[config.mk]
export PLATFORM = sky130hd
export DESIGN_NAME = mem_stage_ctrl
export DESIGN_NICKNAME = d
export VERILOG_FILES = /design/src/rtl/mem_stage_ctrl.sv
export SDC_FILE = /design/constraint.sdc
export NUM_CORES = 1
export LEC_CHECK = 0
export CAP_MARGIN = 0
export CELL_PAD_IN_SITES_DETAIL_PLACEMENT = 0
export CELL_PAD_IN_SITES_GLOBAL_PLACEMENT = 1
export CORE_UTILIZATION = 34
export DETAILED_ROUTE_END_ITERATION = 10
export PLACE_DENSITY_LB_ADDON = 0.1
export SLEW_MARGIN = 20
export SYNTH_ARGS = -nofsm -noshare
export SYNTH_HDL_FRONTEND = slang
export SYNTH_SLANG_ARGS = --single-unit
[constraint.sdc]
create_clock -name CLK -period 4.72 [get_ports CLK]
set_clock_uncertainty 0.05 [all_clocks]
set_input_delay 1.18 -clock CLK [delete_from_list [all_inputs] [get_ports CLK]]
set_output_delay 1.18 -clock CLK [all_outputs]
set_load 0.005 [all_outputs]
[src/rtl/mem_stage_ctrl.sv]
// MEM stage controller: issues data-cache requests for loads/stores, stalls the
// pipeline until the cache responds, and registers the MEM/WB writeback.
module mem_stage_ctrl (
    input  logic        CLK,
    input  logic        RST,
    input  logic        en_i,
    input  logic        dREN_i,
    input  logic        dWEN_i,
    input  logic        halt_i,
    input  logic        RegWr_i,
    input  logic        ZeroFlag_i,
    input  logic [4:0]  wsel_i,
    input  logic [2:0]  MemToReg_i,
    input  logic [2:0]  PCsrc_i,
    input  logic [31:0] addr_i,
    input  logic [31:0] store_i,
    input  logic [31:0] pc4_i,
    input  logic [31:0] branchaddr_i,
    input  logic [31:0] jaddr_i,
    input  logic [31:0] lui_imm_i,
    input  logic        dhit,
    input  logic [31:0] dmemload,
    output logic        dmemREN,
    output logic        dmemWEN,
    output logic [31:0] dmemaddr,
    output logic [31:0] dmemstore,
    output logic        mem_stall,
    output logic        wb_valid,
    output logic        wb_RegWr,
    output logic        wb_halt,
    output logic [4:0]  wb_wsel,
    output logic [31:0] wb_wdat,
    output logic        pc_redirect,
    output logic [31:0] redirect_pc,
    output logic        halted,
    output logic [1:0]  fsm_state
);

    typedef enum logic [1:0] {
        IDLE   = 2'd0,
        ACCESS = 2'd1,
        HALTED = 2'd2
    } state_t;

    state_t      state;

    logic        l_ren;
    logic        l_wen;
    logic        l_regwr;
    logic [4:0]  l_wsel;
    logic [2:0]  l_m2r;
    logic [31:0] l_addr;
    logic [31:0] l_store;
    logic [31:0] l_pc4;
    logic [31:0] l_lui;

    logic        idle_en;
    logic        in_access;
    logic        mem_op;
    logic        br_taken;
    logic [31:0] br_target;

    function automatic logic [31:0] wdat_sel(
        input logic [2:0]  m2r,
        input logic [31:0] addr,
        input logic [31:0] load,
        input logic [31:0] pc4,
        input logic [31:0] lui
    );
        case (m2r)
            3'd1:    return load;
            3'd2:    return pc4;
            3'd3:    return lui;
            default: return addr;
        endcase
    endfunction

    // Combinational outputs are gated by RST so everything reads 0 during reset.
    assign idle_en   = (state == IDLE) && en_i && !RST;
    assign in_access = (state == ACCESS) && !RST;
    assign mem_op    = dREN_i || dWEN_i;

    assign dmemWEN   = in_access && l_wen;
    assign dmemREN   = in_access && l_ren && !l_wen;
    assign dmemaddr  = in_access ? l_addr : 32'd0;
    assign dmemstore = in_access ? l_store : 32'd0;
    assign mem_stall = (idle_en && !halt_i && mem_op) || (in_access && !dhit);
    assign fsm_state = state;

    always_comb begin
        br_taken  = 1'b0;
        br_target = pc4_i;
        case (PCsrc_i)
            3'd1: begin
                br_taken  = ZeroFlag_i;
                br_target = branchaddr_i;
            end
            3'd2: begin
                br_taken  = !ZeroFlag_i;
                br_target = branchaddr_i;
            end
            3'd3: begin
                br_taken  = 1'b1;
                br_target = jaddr_i;
            end
            default: begin
                br_taken  = 1'b0;
                br_target = pc4_i;
            end
        endcase
        pc_redirect = idle_en && br_taken;
        redirect_pc = RST ? 32'd0 : br_target;
    end

    always_ff @(posedge CLK) begin
        if (RST) begin
            state    <= IDLE;
            l_ren    <= 1'b0;
            l_wen    <= 1'b0;
            l_regwr  <= 1'b0;
            l_wsel   <= 5'd0;
            l_m2r    <= 3'd0;
            l_addr   <= 32'd0;
            l_store  <= 32'd0;
            l_pc4    <= 32'd0;
            l_lui    <= 32'd0;
            wb_valid <= 1'b0;
            wb_RegWr <= 1'b0;
            wb_halt  <= 1'b0;
            wb_wsel  <= 5'd0;
            wb_wdat  <= 32'd0;
            halted   <= 1'b0;
        end else begin
            wb_valid <= 1'b0;
            wb_halt  <= 1'b0;
            wb_RegWr <= 1'b0;
            case (state)
                IDLE: begin
                    if (en_i && halt_i) begin
                        state    <= HALTED;
                        halted   <= 1'b1;
                        wb_valid <= 1'b1;
                        wb_halt  <= 1'b1;
                        wb_wsel  <= 5'd0;
                        wb_wdat  <= 32'd0;
                    end else if (en_i && mem_op) begin
                        state   <= ACCESS;
                        l_ren   <= dREN_i && !dWEN_i;
                        l_wen   <= dWEN_i;
                        l_regwr <= RegWr_i;
                        l_wsel  <= wsel_i;
                        l_m2r   <= MemToReg_i;
                        l_addr  <= addr_i;
                        l_store <= store_i;
                        l_pc4   <= pc4_i;
                        l_lui   <= lui_imm_i;
                    end else if (en_i) begin
                        wb_valid <= 1'b1;
                        wb_RegWr <= RegWr_i && (wsel_i != 5'd0);
                        wb_wsel  <= wsel_i;
                        wb_wdat  <= wdat_sel(MemToReg_i, addr_i, dmemload, pc4_i, lui_imm_i);
                    end
                end
                ACCESS: begin
                    if (dhit) begin
                        state    <= IDLE;
                        wb_valid <= 1'b1;
                        wb_RegWr <= l_regwr && (l_wsel != 5'd0);
                        wb_wsel  <= l_wsel;
                        wb_wdat  <= wdat_sel(l_m2r, l_addr, dmemload, l_pc4, l_lui);
                    end
                end
                HALTED: begin
                    state <= HALTED;
                end
                default: begin
                    state <= IDLE;
                end
            endcase
        end
    end

endmodule

Word level (Yosys, flattened, before mapping)
Cells that the tools add are included.
{"block": "totals", "regBits": 182, "latch_bits": 0, "ram_bits": 0, "romBits": 0, "word_cells": 98, "memories": 0}
{"block": "classes", "addsub": 0, "n_mul": 0, "div_mod_pow": 0, "order_cmp": 0, "n_eq_ne": 15, "shifts": 0, "mux": 32, "n_bitwise": 2, "n_reduce_logical": 33}
{"cell": "2-to-1 mux 32 bit", "n": 7}
{"cell": "one-hot mux 32 bit (3 select lines)", "n": 2}
{"cell": "one-hot mux 32 bit (2 select lines)", "n": 2}
{"cell": "2-to-1 mux 5 bit", "n": 4}
{"cell": "== test 3 x 2 -> 1 bit (second input constant)", "n": 6}
{"cell": "logical AND 1 bit", "n": 15}
{"cell": "one-hot mux 5 bit (2 select lines)", "n": 1}
{"cell": "nonzero test 5 bit", "n": 2}
{"cell": "== test 3 x 1 -> 1 bit (second input constant)", "n": 3}
{"cell": "2-to-1 mux 1 bit", "n": 9}
{"cell": "logical NOT 1 bit", "n": 6}
{"cell": "2-to-1 mux 2 bit", "n": 3}
{"cell": "one-hot mux 2 bit (3 select lines)", "n": 1}
{"cell": "one-hot mux 1 bit (2 select lines)", "n": 2}
{"cell": "AND reduction 2 bit", "n": 2}
{"cell": "AND reduction 4 bit", "n": 1}
{"cell": "OR reduction 2 bit", "n": 2}
{"cell": "inequality test 3 x 1 -> 1 bit (second input constant)", "n": 1}
{"cell": "inequality test 3 x 2 -> 1 bit (second input constant)", "n": 1}
{"cell": "inequality test 3 bit (second input constant)", "n": 1}
{"cell": "one-hot mux 1 bit (3 select lines)", "n": 1}
{"cell": "AND reduction 3 bit", "n": 1}
{"cell": "== test 2 x 1 -> 1 bit (second input constant)", "n": 1}
{"cell": "== test 2 bit (second input constant)", "n": 1}
{"cell": "5 further kinds", "n": 7}

Longest topological paths before layout
Gate-level depths: netlist of run 1.
{"block": "logic_depth", "ltp_word": 6, "ltp_mapped": 7, "ltp_nobuf": 4}

Least setup slack after synthesis of run 1
OpenSTA, ideal clock, no wires.
{"block": "synth_path", "path_kind": "input to output", "startpoint": "in PCsrc_i[1]", "endpoint": "out redirect_pc[10]", "t_arrival_ns": 2.277, "required_time_ns": 3.490, "slack_ns": 1.213, "stages": 5, "path_cell_list": "clkbuf_1 buf_2 mux2i_1 a21oi_1 o221a_2"}
{"block": "synth_via", "elab_chain_len": 4, "elab_cells_between_ends": 6}
{"item": "start: declaration", "line": "14", "source": "input logic [2:0] PCsrc_i,"}
{"item": "== test 3 x 2 -> 1 bit / == test 3 x 1 -> 1 bit (equally long branches)", "line": "93", "source": "case (PCsrc_i)"}
{"item": "OR reduction 2 bit (no source line)"}
{"item": "one-hot mux 32 bit (2 select lines) *", "line": "93"}
{"item": "2-to-1 mux 32 bit *", "line": "112", "source": "redirect_pc = RST ? 32'd0 : br_target;"}
{"item": "end: declaration", "line": "34", "source": "output logic [31:0] redirect_pc,"}
Mark *: on every way between the ends. The rest lies on a longest branch, timed or not.

Final worst setup path of run 1
{"block": "layout_path", "startpoint": "in en_i", "endpoint": "out mem_stall"}
{"block": "layout_via", "elab_chain_len": 5}
{"item": "start: declaration", "line": "6", "source": "input logic en_i,"}
{"item": "logical AND 1 bit (2 in a row)", "line": "79", "source": "assign idle_en = (state == IDLE) && en_i && !RST;"}
{"item": "logical AND 1 bit (2 in a row)", "line": "87", "source": "assign mem_stall = (idle_en && !halt_i && mem_op) || (in_access && !dhit);"}
{"item": "logical OR 1 bit", "line": "87"}
{"item": "end: declaration", "line": "27", "source": "output logic mem_stall,"}
No other way between the ends.

==> results.toml, run 1 <==
[cells_and_area]
fin_nets = 1814
area_growth_pct = 47.0
drive_gt1_share_pct = 9.67
post-route-util_pct = 50.7
fillers = 2819

[sta]
setup_violations = 0
fmax_mhz = 232
rsz0062_at_grt = "false"
holdWs_ns = 0.401
finalMaxSlewViolations = 0
tns_ns = 0
worst_slew_pin_slew_ns = 1.10
finalCriticalPeriod_ns = 4.32
finalHoldViolCount = 0
slew_headroom_pct = 26.6
fin_crit_sh_pct = 91.4

[placement]
dp_hpwl_um = 27000
gp_congestion = 0.820
io_buffer_count = 386

[synthesis]
synth_edf_count = 0
yosys_warnings = 0
syn_nets = 1512
synth_cell_types = 41
synth.area.top_cells = "dfxtp_1, nand2_1, a21oi_1"
yosysMostFrequentCell = "nand2_1"
syn_area_sq_um = 9900
synth_area_per_cell_sq_um = 7.81
seq_area_frac_synth_pct = 36.8
yosysTopAreaCellShare_pct = 36.8
syn_inst = 1268
ys_ff_latch = 182
ys_top_cells_by_count = "nand2_1, dfxtp_1, a21oi_1, nor2_1, clkbuf_1"
synth-main-ff-cell = "dfxtp_1"
synth_top_area_cell = "dfxtp_1"
synthArstFlopShare_pct = 0

[worst_hold_path]
holdPathStages = 2
hold_path.class = "flop to flop"

[routing]
ant_nets = 0
vias = 10885
first_pass_iters = 7
drt-initial-drc-count = 874
wl_um = 42000
drc = 0
viasPerCell = 5.53
wl_per_cell_um = 21.3

[status]
status = "finished clean"

[clocking]
clk_pin_slew_ns = 0.08
cts_root_buf = "clkbuf_16"
cts_tree = "done"
clk_latency_ns = 0.43
cts_resized = 0
cts_setup_buffers = 0
cts_buffer_depth = 2
cts_buffers = 17
cts_hold_buf = 0
htreeDepth = 4
cts_sinks = 182

[die]
die_height_um = 173
initial_utilization_pct = 34.5
core_area_sq_um = 28700
num_io_pins = 387
rows = 62
die_w_um = 173
die-area_sq_um = 29800

[worst_setup_path]
worstSetupPathType = "primary input to output port"
cp.arrival_ns = 3.09
cpMaxStageDelayCell = "clkdlybuf4s50_1"
reg2regPathDepth = 6
critPathMaxStageDelay_ns = 0.63
worstPathMaxFanout = 6
path_cells = "clkdlybuf4s50_1, nor3b_4, and3_4, nor2_1, nor2_1, clkdlybuf4s50_1"
cp-end-kind = "output port"
crit_required_ns = 3.49
start_kind = "primary input"

[job]
maxCapViolCount = 0

[global_route]
grt_first_pass_wirelength_um = 63800
track_usage_pct = 27.4
grt_antenna_before_repair = 2
overflow = 0
grt_max_degree = 87
grt_pass1_vias = 10488

[power]
ir_worst_vdd_uv = 193
leakage_uw = 0.00546
pwr_density_cell_nw_per_um2 = 286
fin_total_pwr_uw = 4160
through the flow:
step | setup slack [ns] | cell area, sq um | std cells
6_report | 0.404 | 14600 | 1968
5_1_grt | 0.321 | 14600 | 1968
4_1_cts | 0.409 | 14600 | 1967
3_5_place_dp | 0.369 | 13900 | 1935
3_3_place_gp | 0.439 | 13900 | 1935
2_1_floorplan | 1.21 | 9900 | 1268
routing by layer:
layer	global-route usage (%)	share of wire (%)
met3	6.46	8.1
met1	36.1	44
met4	8.04	1.7
met2	44.3	47
met5	0	0.024
cell type report:
| class | instances | area, sq um | area share [%] |
|---|---|---|---|
| clock buffers | 18 | 439 | 3.02 |
| well taps | 384 | 480 | 3.30 |
| repair buffers | 416 | 4110 | 28.2 |
| multi-input cells | 951 | 5690 | 39.1 |
| diodes | 1 | 2.50 | 0.0172 |
| clock inverters | 14 | 184 | 1.26 |
| inverters | 2 | 10.0 | 0.0688 |
| flip-flops and latches | 182 | 3640 | 25.0 |
flip-flops by register name, indices dropped and copies added, names as in the netlist, 2 cells and up:
name       flops
l_pc4         32
l_lui         32
l_store       32
wb_wsel        5
l_wsel         5
wb_wdat       32
l_addr        32
l_m2r          3
fsm_state      2
critical path: cells and delay by family:
kind | cells | cell delay [ns]
buf+inv | 2 | 1.14
simple gates | 4 | 0.77
report_power, final:
| part | switching (uW) | leakage (uW) | internal (uW) | total [uW] |
|---|---|---|---|---|
| Combinational | 472 | 0.00367 | 494 | 965 |
| Clock | 703 | 0.000302 | 823 | 1530 |
| Sequential | 49.7 | 0.00149 | 1620 | 1670 |
| Total | 1220 | 0.00546 | 2940 | 4160 |
cell usage in the layout, fill, tap and decap left out, drive strengths merged, types with 2 or more instances in the layout:
cell type and n:
and3 66, buf 37, inv 9, a22oi 5
nor3 2, o22ai 32, o2111ai 2, clkinv 4
or3 32, bufinv 2, mux2 32, mux2i 66
a31oi 18, nand2b 5, o221ai 32, clkdlybuf4s50 379
or4 2, o221a 32, clkbuf 18, o21ai 18
nand2 278, a311oi 15, nor2 92, a2bb2oi 32
a211oi 6, a21oi 174, dfxtp 182
cells by family (layout without fill, tap and decap cells):
| kind of cell | count (synthesis) | count (layout) | share of synthesized area, % |
|---|---|---|---|
| other | 0 | 1 | 0 |
| flip-flops | 182 | 182 | 36.8 |
| AND/OR/NAND/NOR | 485 | 485 | 21.5 |
| multiplexers | 98 | 98 | 10.3 |
| AO/OA/AOI/OAI | 368 | 368 | 25.1 |
| buffers and inverters | 135 | 450 | 6.39 |
path summary, 6_finish.rpt:
| path | startpoint | endpoint | slack [ns] |
|---|---|---|---|
| hold reg to reg | l_store[7] | l_store[7] | 0.40 |
| setup reg to reg | fsm_state[1] | l_lui[7] | 1.72 |
| hold / removal | l_store[7] | l_store[7] | 0.40 |
| setup / recovery | en_i | mem_stall | 0.40 |
(Power assumes the default switching activity.)
==> run 2: changes to the inputs <==
--- a/config.mk
+++ b/config.mk
@@ -11,6 +11,7 @@
 export CORE_UTILIZATION = 34
 export DETAILED_ROUTE_END_ITERATION = 10
 export PLACE_DENSITY_LB_ADDON = 0.1
+export SKIP_CTS_REPAIR_TIMING = 1
 export SLEW_MARGIN = 20
 export SYNTH_ARGS = -nofsm -noshare
 export SYNTH_HDL_FRONTEND = slang
==> results of run 2 <==
Same layout as run 1: the final DEF is identical, and so are final timing and power.
==> run 3: changes to the inputs <==
--- a/config.mk
+++ b/config.mk
@@ -8,9 +8,11 @@
 export CAP_MARGIN = 0
 export CELL_PAD_IN_SITES_DETAIL_PLACEMENT = 0
 export CELL_PAD_IN_SITES_GLOBAL_PLACEMENT = 1
+export CORE_ASPECT_RATIO = 1.4
 export CORE_UTILIZATION = 34
 export DETAILED_ROUTE_END_ITERATION = 10
 export PLACE_DENSITY_LB_ADDON = 0.1
+export SETUP_SLACK_MARGIN = 0.2
 export SKIP_CTS_REPAIR_TIMING = 1
 export SLEW_MARGIN = 20
 export SYNTH_ARGS = -nofsm -noshare
==> results.toml, run 3 (synthesized netlist as in run 1, its figures left out) <==
[clocking]
cts_sinks = 182
htreeDepth = 4
cts_buffers = 17
cts_tree = "done"
clk_latency_ns = 0.44
clk_pin_slew_ns = 0.07
cts_root_buf = "clkbuf_16"
cts_buffer_depth = 2

[worst_setup_path]
cp.arrival_ns = 3.07
crit_required_ns = 3.49
startpoint = "en_i"
worstPathMaxFanout = 6
cp-end-kind = "output port"
start_kind = "primary input"
crit-reg2reg-launch = "fsm_state[1]"
worstSetupPathType = "primary input to output port"

[cells_and_area]
fillers = 2875
layout_commonest_cell = "clkdlybuf4s50_1"
final_cell_mix = "clkdlybuf4s50_1, nand2_1, dfxtp_1"
finalNonFillerCells = 1957
fin_nets = 1809
multi_input_area_sq_um = 5690
drive_gt1_share_pct = 9.32
seqCellArea_sq_um = 3640
fin_area_sq_um = 14500
area_growth_pct = 46.1

[global_route]
grt_first_pass_wirelength_um = 63900
track_usage_pct = 28.1
grt_antenna_before_repair = 4
overflow = 0
grt_max_degree = 88
grt_pass1_vias = 10655

[placement]
place_area_sq_um = 13900
placedCellCount = 1921
dp_hpwl_um = 27400
gp_congestion = 0.808
io_buffer_count = 386

[routing]
wl_per_cell_um = 21.5
first_pass_iters = 5
wl_um = 42100
drt-initial-drc-count = 675
vias = 10820
viasPerCell = 5.53
drc = 0
ant_nets = 0

[power]
pwr_density_cell_nw_per_um2 = 280
leakage_uw = 0.00541
ir_worst_vdd_uv = 230

[sta]
tns_ns = 0
rsz0062_at_grt = "false"
finalMaxSlewViolations = 0
finalCriticalPeriod_ns = 4.30
fin_crit_sh_pct = 91.2
fmax_mhz = 232
setup_violations = 0
slew_headroom_pct = 25.4
finalHoldViolCount = 0
worst_slew_pin_slew_ns = 1.12

[status]
status = "finished clean"

[worst_hold_path]
hold_path.class = "flop to flop"
holdCritStartpoint = "l_store[3]"

[die]
num_io_pins = 387
die_w_um = 146
die_height_um = 204
die-area_sq_um = 29800
rows = 73
core_area_sq_um = 28500
initial_utilization_pct = 34.8

[job]
maxCapViolCount = 0
[run 3: cell types whose count changed in the layout (fill, tap and decap cells not counted), sizes merged]
cell and delta:
buf -5, bufinv -1, clkbuf +3, clkinv +6
diode +3, inv -8
[run 3: worst paths after layout]
path / end / slack [ns] / cells after the start
setup / recovery: mem_stall / 0.42 / 6
hold / removal: l_store[3] / 0.40 / 2
setup reg to reg: l_addr[3] / 1.71 / 6
hold reg to reg: l_store[3] / 0.40 / 2
[run 3: worst max-delay path, cell delays in order]
cell	delay (ns)
clkdlybuf4s50_1	0.62
nor3b_4	0.38
and3_4	0.25
nor2_1	0.05
nor2_1	0.09
clkdlybuf4s50_1	0.50
[run 3: final cells by class]
| type | count | area share (%) |
|---|---|---|
| diodes | 4 | 0.0692 |
| clock buffers | 21 | 3.25 |
| clock inverters | 11 | 0.701 |
| inverters | 2 | 0.0605 |
| multi-input cells | 951 | 39.3 |
| flip-flops and latches | 182 | 25.2 |
| well taps | 375 | 3.24 |
| repair buffers | 411 | 28.2 |
[run 3: report_power, final]
part           internal, uW  switching [uW]  total (uW)
Combinational           491             469         960
Sequential             1620            49.7        1670
Clock                   770             643        1410
Total                  2890            1160        4050
[run 3: per-layer routing]
layer  vias up  GRT usage (%)  wire length, um
met2       426           50.2            21700
met4         0           10.0             1040
met1      5182           32.9            16800
li1       5151              -                -
met3        61           5.76             2620
met5         -              0                0
[run 3: stage by stage]
| stage | utilization [%] | power [uW] | setup slack, ns | hold slack, ns |
|---|---|---|---|---|
| 2_1_floorplan | - | 2150 | 1.21 | 0.382 |
| 3_3_place_gp | 48.7 | 2660 | 0.438 | 0.387 |
| 3_5_place_dp | 48.7 | 2670 | 0.388 | 0.392 |
| 4_1_cts | 50.7 | 4080 | 0.418 | 0.402 |
| 5_1_grt | 50.8 | 4220 | 0.326 | 0.415 |
| 6_report | 50.8 | 4050 | 0.416 | 0.397 |
